**config.mk**
```make
export PLATFORM = sky130hd
export DESIGN_NAME = down_counter
export DESIGN_NICKNAME = d
export VERILOG_FILES = /design/src/rtl/counter_pkg.sv /design/src/rtl/tick_prescaler.sv /design/src/rtl/down_counter.sv
export SDC_FILE = /design/constraint.sdc
export NUM_CORES = 1
export LEC_CHECK = 0
export ABC_AREA = 1
export CAP_MARGIN = 10
export CORE_AREA = 10 10 47 49
export DETAILED_ROUTE_END_ITERATION = 8
export DIE_AREA = 0 0 57 59
export PLACE_DENSITY_LB_ADDON = 0.05
export SLEW_MARGIN = 20
export SYNTH_ARGS = -nofsm -noshare
export SYNTH_HDL_FRONTEND = slang
export SYNTH_SLANG_ARGS = --single-unit
```
**constraint.sdc**
```tcl
create_clock -name clk -period 3.04 [get_ports clk]
set_input_delay 0.608 -clock clk [delete_from_list [all_inputs] [get_ports clk]]
set_output_delay 0.608 -clock clk [all_outputs]
set_load 0.1 [all_outputs]
```
**src/rtl/counter_pkg.sv**
```systemverilog
// Shared constants for the counter library (down_counter, up_counter, tick_prescaler).
package counter_pkg;

  typedef logic [1:0] state_t;

  localparam state_t ST_IDLE    = 2'd0;
  localparam state_t ST_RUN     = 2'd1;
  localparam state_t ST_EXPIRED = 2'd2;

  localparam int DEFAULT_WIDTH    = 4;
  localparam int DEFAULT_PRESCALE = 1;

  // A one-bit counter is kept even when PRESCALE is 1 so the port widths never collapse to zero.
  function automatic int prescale_cnt_width(input int prescale);
    return (prescale > 1) ? $clog2(prescale) : 1;
  endfunction

endpackage

```
**src/rtl/tick_prescaler.sv**
```systemverilog
// Divides enabled cycles by PRESCALE, emitting a one-cycle tick on the last cycle of each period.
module tick_prescaler
  import counter_pkg::*;
#(
  parameter int PRESCALE = DEFAULT_PRESCALE
) (
  input  logic clk,
  input  logic reset,
  input  logic enable,
  input  logic clear,
  output logic tick
);

  localparam int CW = prescale_cnt_width(PRESCALE);
  localparam logic [CW-1:0] LAST = CW'(PRESCALE - 1);

  logic [CW-1:0] r_cnt;
  logic          w_last;

  assign w_last = (r_cnt == LAST);
  // clear suppresses the tick so a load never coincides with a step.
  assign tick   = enable && !clear && w_last;

  always_ff @(posedge clk or posedge reset) begin
    if (reset) begin
      r_cnt <= '0;
    end else if (clear) begin
      r_cnt <= '0;
    end else if (enable) begin
      r_cnt <= w_last ? '0 : r_cnt + CW'(1);
    end
  end

endmodule

```
**src/rtl/down_counter.sv**
```systemverilog
// Loadable down counter / interval timer with terminal-count pulse and sticky expiry flag.
// Define DOWN_COUNTER_AUTO_RELOAD_EN to reload the start value at terminal count (periodic timer).
module down_counter
  import counter_pkg::*;
#(
  parameter int WIDTH    = DEFAULT_WIDTH,
  parameter int PRESCALE = DEFAULT_PRESCALE
) (
  input  logic             clk,
  input  logic             reset,
  input  logic             enable,
  input  logic             load,
  input  logic [WIDTH-1:0] load_value,
  output logic [WIDTH-1:0] out,
  output logic             zero,
  output logic             done,
  output logic             expired
);

  state_t           r_state;
  state_t           w_next_state;
  logic [WIDTH-1:0] r_out;
  logic             r_done;
  logic             r_expired;
  logic             w_count_en;
  logic             w_tick;
  logic             w_terminal;
  logic             w_auto;

`ifdef DOWN_COUNTER_AUTO_RELOAD_EN
  logic [WIDTH-1:0] r_reload;

  always_ff @(posedge clk or posedge reset) begin
    if (reset) begin
      r_reload <= '0;
    end else if (load) begin
      r_reload <= load_value;
    end
  end

  // A zero reload value degrades to one-shot behaviour.
  assign w_auto = (r_reload != '0);
`else
  assign w_auto = 1'b0;
`endif

  tick_prescaler #(
    .PRESCALE (PRESCALE)
  ) u_prescaler (
    .clk    (clk),
    .reset  (reset),
    .enable (w_count_en),
    .clear  (load),
    .tick   (w_tick)
  );

  assign w_terminal = w_tick && (r_out == WIDTH'(1));

  always_ff @(posedge clk or posedge reset) begin
    if (reset) begin
      r_state <= ST_IDLE;
    end else begin
      r_state <= w_next_state;
    end
  end

  always_comb begin
    w_next_state = r_state;
    case (r_state)
      ST_IDLE, ST_EXPIRED: begin
        if (load) begin
          w_next_state = (load_value != '0) ? ST_RUN : ST_IDLE;
        end
      end
      ST_RUN: begin
        if (load) begin
          w_next_state = (load_value != '0) ? ST_RUN : ST_IDLE;
        end else if (w_terminal && !w_auto) begin
          w_next_state = ST_EXPIRED;
        end
      end
      default: w_next_state = ST_IDLE;
    endcase
  end

  always_comb begin
    w_count_en = enable && (r_state == ST_RUN);
    zero       = (r_out == '0);
    out        = r_out;
    done       = r_done;
    expired    = r_expired;
  end

  always_ff @(posedge clk or posedge reset) begin
    if (reset) begin
      r_out     <= '0;
      r_done    <= 1'b0;
      r_expired <= 1'b0;
    end else if (load) begin
      r_out     <= load_value;
      r_done    <= 1'b0;
      r_expired <= 1'b0;
    end else if (w_terminal) begin
`ifdef DOWN_COUNTER_AUTO_RELOAD_EN
      r_out     <= w_auto ? r_reload : '0;
`else
      r_out     <= '0;
`endif
      r_done    <= 1'b1;
      r_expired <= 1'b1;
    end else begin
      if (w_tick) begin
        r_out <= r_out - WIDTH'(1);
      end
      r_done <= 1'b0;
    end
  end

endmodule

```
## After elaboration in Yosys (flattened, before gate mapping)

Index checks and enable logic that the tools add are counted.

| cells by class | value |
|---|---|
| reduce and logical (&&, ||, !) cells | 13 |
| bitwise gates (word level) | 1 |
| add/sub/neg operators | 2 |
| mux-type cells | 15 |
| eq/ne operators | 5 |

Operators with widths:

| kind | number |
|---|---|
| 4-bit two-way mux | 3 |
| 1-bit two-way mux | 8 |
| 2-bit two-way mux | 3 |
| 4-bit by 1-bit == test with 1-bit output, second input constant | 1 |
| 1-bit logical AND | 4 |
| 4-bit zero test | 1 |
| 2-bit one-hot mux with 2 select lines | 1 |
| 2-bit nonzero test | 2 |
| 4-bit nonzero test | 1 |
| 4-bit by 1-bit subtractor with 4-bit output, second input constant | 1 |
| 3-bit != test, second input constant | 1 |
| 3-bit nonzero test | 1 |
| 2-bit by 1-bit == test with 1-bit output, second input constant | 1 |
| 2-bit == test, second input constant | 1 |
| 2-bit zero test | 1 |
| 2-bit != test, second input constant | 1 |
| 2-bit AND reduction | 1 |
| 2-bit OR reduction | 1 |
| 1-bit adder, second input constant | 1 |
| 1-bit zero test | 1 |
| 1-bit NOT | 1 |

| storage, ports and cells | value |
|---|---|
| output and inout bits | 7 |
| register bits | 9 |
| input bits | 8 |

## Longest topological paths before layout

Gate-level depths: netlist of run 1.

| depth | value |
|---|---|
| depth in word-level cells | 8 |
| gate-level depth with buffers | 6 |

## Cells and area by module

Synthesis of run 1 repeated with hierarchy kept, for this count alone.

| second synthesis, totals | value |
|---|---|
| cell total of the unflattened synthesis | 60 |
| area total of the unflattened synthesis | 488.0 um^2 |

By module, submodules not included:

| module | instances | cells an instance | area each (um^2) | sequential area each (um^2) |
|---|---|---|---|---|
| down_counter | 1 | 58 | 478.0 | 200.2 |
| tick_prescaler | 1 | 2 | 10.0 | 0.0 |

## Worst setup path after synthesis of run 1

Ideal clock, no wire load.

| path | value |
|---|---|
| kind | flip-flop to output port |
| from | register r_out[0], in the netlist out[0] |
| to | output port zero |
| data arrival time | 2.497 ns |
| data required time | 2.432 ns |
| stages on the path, launching flop included | 5 |
| path buffers | 0 |
| setup slack | -0.065 ns |
| cell sequence | dfrtp_1 -> inv_1 -> ha_1 -> nand2_1 -> nor2_1 |

| on the way | value |
|---|---|
| longest elaborated chain between the ends | 1 |

Ends and longest elaborated chain:

| item | RTL line | text |
|---|---|---|
| start, declared | down_counter.sv:22 | `logic [WIDTH-1:0] r_out;` |
| start signal, assigned | down_counter.sv:100 | `r_out <= load_value;` |
| start signal, assigned | down_counter.sv:113 | `r_out <= r_out - WIDTH'(1);` |
| 4-bit zero test | down_counter.sv:88 | `zero = (r_out == '0);` |
| end, declared | down_counter.sv:15 | `output logic zero,` |

No other way between the ends.

## Final worst setup path of run 1

Same ends and word-level chain as after synthesis.

==> results of run 1 <==
[cell usage after synthesis, drive strengths merged]
cell	instances	area share, %
inv	10	7.9
xor2	1	1.8
nor3	1	2.1
o21bai	1	1.6
nand2	16	13
ha	2	5.3
nor2	5	4.5
dfrtp	8	42
o211ai	1	1.6
nand4	2	2.6
nand3	8	11
o21ai	5	5.3
buf	1	1.6
[flip-flops by register name (all words and copies together), names as in the netlist]
signal	count
out	4
r_state	2
done	1
expired	1
[worst max path at each step]
stage	slack (ns)	cells after the start	endpoint	startpoint
final	1.01	5	zero	out[0]$_DFFE_PP0P_
after global routing	0.89	5	zero	out[0]$_DFFE_PP0P_
after CTS	0.99	5	zero	out[0]$_DFFE_PP0P_
after detailed placement	1.19	5	out[3]$_DFFE_PP0P_	load
after global placement	1.21	5	out[3]$_DFFE_PP0P_	load
after floorplan	0.40	4	zero	out[0]$_DFFE_PP0P_
[power by group]
part	internal [uW]	total (uW)	switching (uW)	leakage, uW
registers	116	127	10.5	0.000102
clock network	45.1	80.9	35.8	0.0000138
logic	38.5	152	113	0.000211
total	200	359	159	0.000326
[worst reg2reg max path: stages (launching register included)]
cell and delay, ns:
sky130_fd_sc_hd__dfrtp_1 0.39, sky130_fd_sc_hd__inv_1 0.11, sky130_fd_sc_hd__ha_1 0.16, sky130_fd_sc_hd__nand3_1 0.16, sky130_fd_sc_hd__o21ai_1 0.22, sky130_fd_sc_hd__o21bai_1 0.10
[final cells by class]
class / instances / area, sq um
clock buffers: 3 / 22.5
fillers: 151 / 766
inverters: 10 / 37.5
multi-input cells: 42 / 233
flip-flops and latches: 8 / 200
well taps: 16 / 20.0
repair buffers: 14 / 123
[kinds of logic (layout without fill, tap and decap cells)]
kind of cell	Yosys count	count (layout)	synth area share, %
buffers and inverters	11	27	9.47
adders and majority gates	2	2	5.26
AOI/OAI and AO/OA	7	7	8.42
xor gates and xnor gates	1	1	1.84
DFF	8	8	42.1
and+or+nand+nor	32	32	32.9
[metrics by stage]
step / power (uW) / std cells / hold slack, ns / setup slack, ns / util [%]
global route: 382 / 93 / 0.527 / 0.893 / 45.4
global placement: 282 / 90 / 0.510 / 1.21 / 43.8
floorplan: 244 / 61 / 0.424 / 0.395 / -
detailed placement: 282 / 90 / 0.503 / 1.19 / 43.8
finish: 359 / 93 / 0.508 / 1.01 / 45.4
CTS: 363 / 93 / 0.517 / 0.989 / 45.4
[metal layers]
metal  vias to the layer above  wire, um  GRT usage (%)  share of wire (%)
met4                         0         0           1.01                  0
met2                        10       545           11.8                 50
met3                         0        97           4.72                8.8
met1                       203       458           7.19                 42
met5                         -         0              0                  0
li1                        226         -              -                  -
==> parameters.txt, run 1 <==
Parameter                              Value

Outcome
  Outcome ... finished, final reports clean

Setup path
  Category of cells accounting for the largest share of critical-path delay ... buffers and inverters
  Arrival time reported for the critical path endpoint ... 1.42 ns
  Ordered list of cells on the worst path ... inv_1, ha_1, nand2_1, nor2_2, buf_4
  Critical path launch point type ... register
  Slowest cell on crit path ... sky130_fd_sc_hd__dfrtp_1
  Maximum fanout count along the critical path ... 4
  R2R cell count ... 5
  Critical R2R Capture ... out[3]$_DFFE_PP0P_
  Worst R2R Setup Slack ... 1.79 ns
  Worst r2r src ... out[1]$_DFFE_PP0P_
  Endpoint type of the worst setup path ... output pin
  Setup CP Type ... register to output pin
  Required time of the critical path ... 2.43 ns
  Buffer and inverter count on the worst path ... 2
  Largest stage delay on the critical path ... 0.41 ns

Clock tree
  Total number of clock tree sinks ... 8
  Deepest level of the CTS H-tree ... 1
  Total of cells resized after clock tree synthesis ... 0
  Post-CTS repair timing setup buffer count ... 0
  TritonCTS clock tree ... done
  Cell at the root of the clock tree ... sky130_fd_sc_hd__clkbuf_4
  Clock input transition at the sequential cells of the worst setup and hold paths ... 0.05 ns
  Hold buffer count at CTS ... 0
  Skew-Pair Late Insertion Delay ... 0.25 ns
  Total CTS buffers ... 3
  Maximum root-to-sink buffer count ... 2

Layout
  Antenna cell count ... 0
  Highest-count cells in the layout ignoring fill and taps ... sky130_fd_sc_hd__nand2_1 (16), sky130_fd_sc_hd__dfrtp_1 (8), sky130_fd_sc_hd__nand3_1 (7), sky130_fd_sc_hd__clkdlybuf4s50_1 (7), sky130_fd_sc_hd__buf_4 (7)
  Share of cells above drive strength 1 ... 23.4%
  Most common cell after layout, fill and taps aside ... sky130_fd_sc_hd__nand2_1
  Final layout net count ... 89
  Post-layout instance area ... 636 sq um
  Area grow syn2layout ... 33.7%

STA
  # setup viols final ... 0
  Transition time at the pin with the least slew margin ... 0.345 ns
  Unrepaired setup endpoints after global routing ... false
  Post-route clock period utilization ... 66.9%
  Worst slew margin relative to its limit ... 77.0%
  Final Hold Fails ... 0
  Final Max Tran Viols ... 0
  Setup clock skew after layout ... 0.00532 ns
  Fmax ... 492 MHz
  Min Clock Period, post-route ... 2.03 ns
  Sum of negative setup slack ... 0 ns

Global route
  Total congestion overflow after global routing ... 0
  Antenna violations before repair ... 0
  First-pass GRT wire length ... 1.90 mm
  Pin count of the biggest net entering global routing ... 10
  Global-route total usage across every layer ... 6.98%
  Vias in the first global route ... 440

Flow run
  Max-capacitance violation count ... 0

Routing
  Detailed router's first-iteration violation count ... 6
  Vias after detailed routing ... 439
  Mean routed wirelength per cell ... 11.8 um
  Antenna Violating Nets Remaining ... 0
  Wirelength, routed ... 1.10 mm
  Post-DR vias/cell ... 4.72
  Total DRC errors in the routed layout ... 0
  Number of search-and-repair iterations in the first detailed-routing pass ... 4

Floorplan
  Cell row count ... 14
  Horizontal die dimension ... 57 um
  Height of the die ... 59 um
  Initial Util ... 33.9%
  Die area ... 3360 sq um
  Placeable Area ... 1400 sq um
  Boundary pin count ... 15

Synthesis
  Synthesized net count ... 71
  Synth Register Bits ... 8
  Synth Area per Inst ... 7.79 sq um
  Synth unique cells ... 17
  Yosys warning count ... 0
  Synthesized instance count ... 61
  Proportion of synthesized chip area in sequential cells ... 42.1%
  Post-synthesis instance area ... 475 sq um

Power
  PD cells ... 565 nW/um^2
  Worst IR drop on VDD ... 0.000402 V
  Leakage power summed over all cells ... 0.000326 uW

Placement
  Final estimated routing congestion in global placement ... 0.752
  Number of buffers added on ports ... 14
  Detailed placer's ending HPWL ... 931 um
  Post-detailed-placement cell area ... 613 sq um

Worst hold path
  Hold Crit Start ... expired$_DFFE_PP0P_
  Number of cells on the worst hold path ... 2
  Hold Path Sink ... expired$_DFFE_PP0P_
  Path category of the worst min-delay check ... register to register
(Power assumes the default switching activity.)
==> run 2: changes to the inputs <==
clock period = 1.8 ns   (was 3.04 ns; I/O delays follow)
==> run 2 against run 1 <==
- worst hold slack lost 0.16 ns
- worst setup slack got worse by 0.93 ns
- critical path depth is the same
- core utilization grew 8.7 points
- sequential power rose by 80%
- sequential share of layout area down 3.9 points
- flip-flop and latch count did not move
- routed wire length fell by 2.0%
- clock skew barely moved
- final area increased by 19%
==> parameters.txt, run 2 (synthesis gave the netlist of run 1 again) <==
Parameter                              Value

Setup path
  Largest stage delay on the critical path ... 0.51 ns (was 0.41 ns)
  Critical R2R Capture ... out[3]$_DFFE_PP0P_ (unchanged)
  R2R cell count ... 5 (unchanged)
  Endpoint type of the worst setup path ... output pin (unchanged)
  Critical path launch point type ... register (unchanged)
  Slowest cell on crit path ... sky130_fd_sc_hd__dfrtp_4 (was sky130_fd_sc_hd__dfrtp_1)
  Maximum fanout count along the critical path ... 4 (unchanged)
  Required time of the critical path ... 1.44 ns (was 2.43 ns)
  Worst r2r src ... out[1]$_DFFE_PP0P_ (unchanged)
  Ordered list of cells on the worst path ... inv_4, ha_4, nand2_2, nor2_4, buf_12 (was inv_1, ha_1, nand2_1, nor2_2, buf_4)
  Arrival time reported for the critical path endpoint ... 1.36 ns (was 1.42 ns)
  Setup CP Type ... register to output pin (unchanged)
  Worst R2R Setup Slack ... 0.48 ns (was 1.79 ns)

Floorplan
  Height of the die ... 59 um (unchanged)
  Cell row count ... 14 (unchanged)
  Placeable Area ... 1400 sq um (unchanged)
  Horizontal die dimension ... 57 um (unchanged)
  Initial Util ... 33.9% (unchanged)
  Boundary pin count ... 15 (unchanged)
  Die area ... 3360 sq um (unchanged)

Routing
  Mean routed wirelength per cell ... 11.5 um (was 11.8 um)
  Total DRC errors in the routed layout ... 0 (unchanged)
  Vias after detailed routing ... 430 (was 439)
  Detailed router's first-iteration violation count ... 5 (was 6)
  Number of search-and-repair iterations in the first detailed-routing pass ... 2 (was 4)
  Post-DR vias/cell ... 4.57 (was 4.72)
  Antenna Violating Nets Remaining ... 0 (unchanged)
  Wirelength, routed ... 1.08 mm (was 1.10 mm)

Layout
  Final core utilization ... 54.1% (was 45.4%)
  Largest register FFs ... 4 (unchanged)
  Area grow syn2layout ... 59.5% (was 33.7%)
  Share of cells above drive strength 1 ... 32.1% (was 23.4%)
  Most common cell after layout, fill and taps aside ... sky130_fd_sc_hd__nand2_1 (unchanged)
  Antenna cell count ... 0 (unchanged)
  Highest-count cells in the layout ignoring fill and taps ... sky130_fd_sc_hd__nand2_1 (15), sky130_fd_sc_hd__nand3_1 (7), sky130_fd_sc_hd__clkdlybuf4s50_1 (7), sky130_fd_sc_hd__buf_12 (7) (was sky130_fd_sc_hd__nand2_1 (16), sky130_fd_sc_hd__dfrtp_1 (8), sky130_fd_sc_hd__nand3_1 (7), sky130_fd_sc_hd__clkdlybuf4s50_1 (7), sky130_fd_sc_hd__buf_4 (7))
  Final layout net count ... 89 (unchanged)
  Filler cell count ... 138 (was 151)

STA
  Setup clock skew after layout ... 0.00569 ns (was 0.00532 ns)
  Transition time at the pin with the least slew margin ... 0.334 ns (was 0.345 ns)
  Min Clock Period, post-route ... 1.72 ns
  Final Hold Fails ... 0 (unchanged)
  Final Max Tran Viols ... 0 (unchanged)
  Unrepaired setup endpoints after global routing ... false (unchanged)
  Sum of negative setup slack ... 0 ns (unchanged)
  Hold slack final ... 0.351 ns (was 0.508 ns)
  Worst slew margin relative to its limit ... 77.6% (was 77.0%)
  Fmax ... 580 MHz
  # setup viols final ... 0 (unchanged)
  Post-route clock period utilization ... 95.8%

Placement
  Final estimated routing congestion in global placement ... 0.770 (was 0.752)
  Detailed placer's ending HPWL ... 913 um (was 931 um)
  Number of buffers added on ports ... 14 (unchanged)

Global route
  First-pass GRT wire length ... 1.89 mm (was 1.90 mm)
  Pin count of the biggest net entering global routing ... 10 (unchanged)
  Total congestion overflow after global routing ... 0 (unchanged)
  Vias in the first global route ... 447 (was 440)
  Antenna violations before repair ... 0 (unchanged)
  Global-route total usage across every layer ... 6.94% (was 6.98%)

Clock tree
  Skew-Pair Late Insertion Delay ... 0.25 ns (about the same)
  Maximum root-to-sink buffer count ... 2 (unchanged)
  Total CTS buffers ... 3 (unchanged)
  Hold buffer count at CTS ... 0 (unchanged)
  Total number of clock tree sinks ... 8 (unchanged)
  Clock input transition at the sequential cells of the worst setup and hold paths ... 0.06 ns (was 0.05 ns)
  Total of cells resized after clock tree synthesis ... 0 (unchanged)
  Post-CTS repair timing setup buffer count ... 0 (unchanged)
  Cell at the root of the clock tree ... sky130_fd_sc_hd__clkbuf_4 (unchanged)
  TritonCTS clock tree ... done (unchanged)
  Deepest level of the CTS H-tree ... 1 (unchanged)

Power
  Leakage power summed over all cells ... 0.000349 uW (was 0.000326 uW)
  Worst IR drop on VDD ... 0.000558 V (was 0.000402 V)
  PD cells ... 912 nW/um^2 (was 565 nW/um^2)

Outcome
  Outcome ... finished, final reports clean (unchanged)

Worst hold path
  Path category of the worst min-delay check ... input pin to asynchronous set/reset pin (was register to register)

Flow run
  Max-capacitance violation count ... 0 (unchanged)
==> run 2: cell count changes in the layout (fill, tap and decap cells not counted), moves of 2 or more <==
cell,before,now
sky130_fd_sc_hd__dfrtp_1,8,5
sky130_fd_sc_hd__buf_12,0,7
sky130_fd_sc_hd__dfrtp_4,0,2
sky130_fd_sc_hd__inv_1,6,4
sky130_fd_sc_hd__buf_4,7,0
==> run 2: layout make-up <==
class	count	area (sq um)	area share, %
well taps	16	20.0	2.64
flip-flops and latches	8	209	27.6
clock buffers	4	26.3	3.47
inverters	10	40.0	5.28
multi-input cells	42	253	33.3
repair buffers	14	210	27.7
==> run 2: stage by stage <==
| stage | instance area (sq um) | total power, uW | cells | worst slack (ns) |
|---|---|---|---|---|
| after floorplan | 509 | 434 | 61 | 0.00870 |
| after global placement | 732 | 550 | 90 | 0.248 |
| after detailed placement | 732 | 552 | 90 | 0.229 |
| after CTS | 758 | 702 | 94 | 0.0571 |
| after global routing | 758 | 728 | 94 | 0.00687 |
| final | 758 | 692 | 94 | 0.0758 |
==> run 2: worst max-delay path by stage <==
| stage | slack (ns) | from | end | depth (start not counted) |
|---|---|---|---|---|
| detailed placement | 0.23 | load | out[3]$_DFFE_PP0P_ | 5 |
| global route | 0.007 | out[0]$_DFFE_PP0P_ | zero | 5 |
| floorplan | 0.009 | out[0]$_DFFE_PP0P_ | zero | 4 |
| finish | 0.08 | out[0]$_DFFE_PP0P_ | zero | 5 |
| CTS | 0.06 | out[0]$_DFFE_PP0P_ | zero | 5 |
| global placement | 0.25 | load | out[3]$_DFFE_PP0P_ | 5 |
==> run 2: per-layer routing <==
| metal | up-vias | track usage, % | part of all wire [%] |
|---|---|---|---|
| met3 | 4 | 3.22 | 5.7 |
| met2 | 8 | 11.0 | 52 |
| met4 | 0 | 4.03 | 1.8 |
| met5 | - | 0 | 0 |
| met1 | 190 | 7.44 | 41 |
| li1 | 228 | - | - |
==> run 2: report_power, final <==
group | internal (uW) | switching, uW
combinational | 117 | 197
sequential | 201 | 27.9
clock | 85.0 | 63.5
total | 403 | 288
==> run 2: critical path, delay by kind of cell (launching register included) <==
family / cells / cell delay [ns]
DFF: 1 / 0.51
adders and majority gates: 1 / 0.14
and+or+nand+nor: 2 / 0.18
buffers and inverters: 2 / 0.27
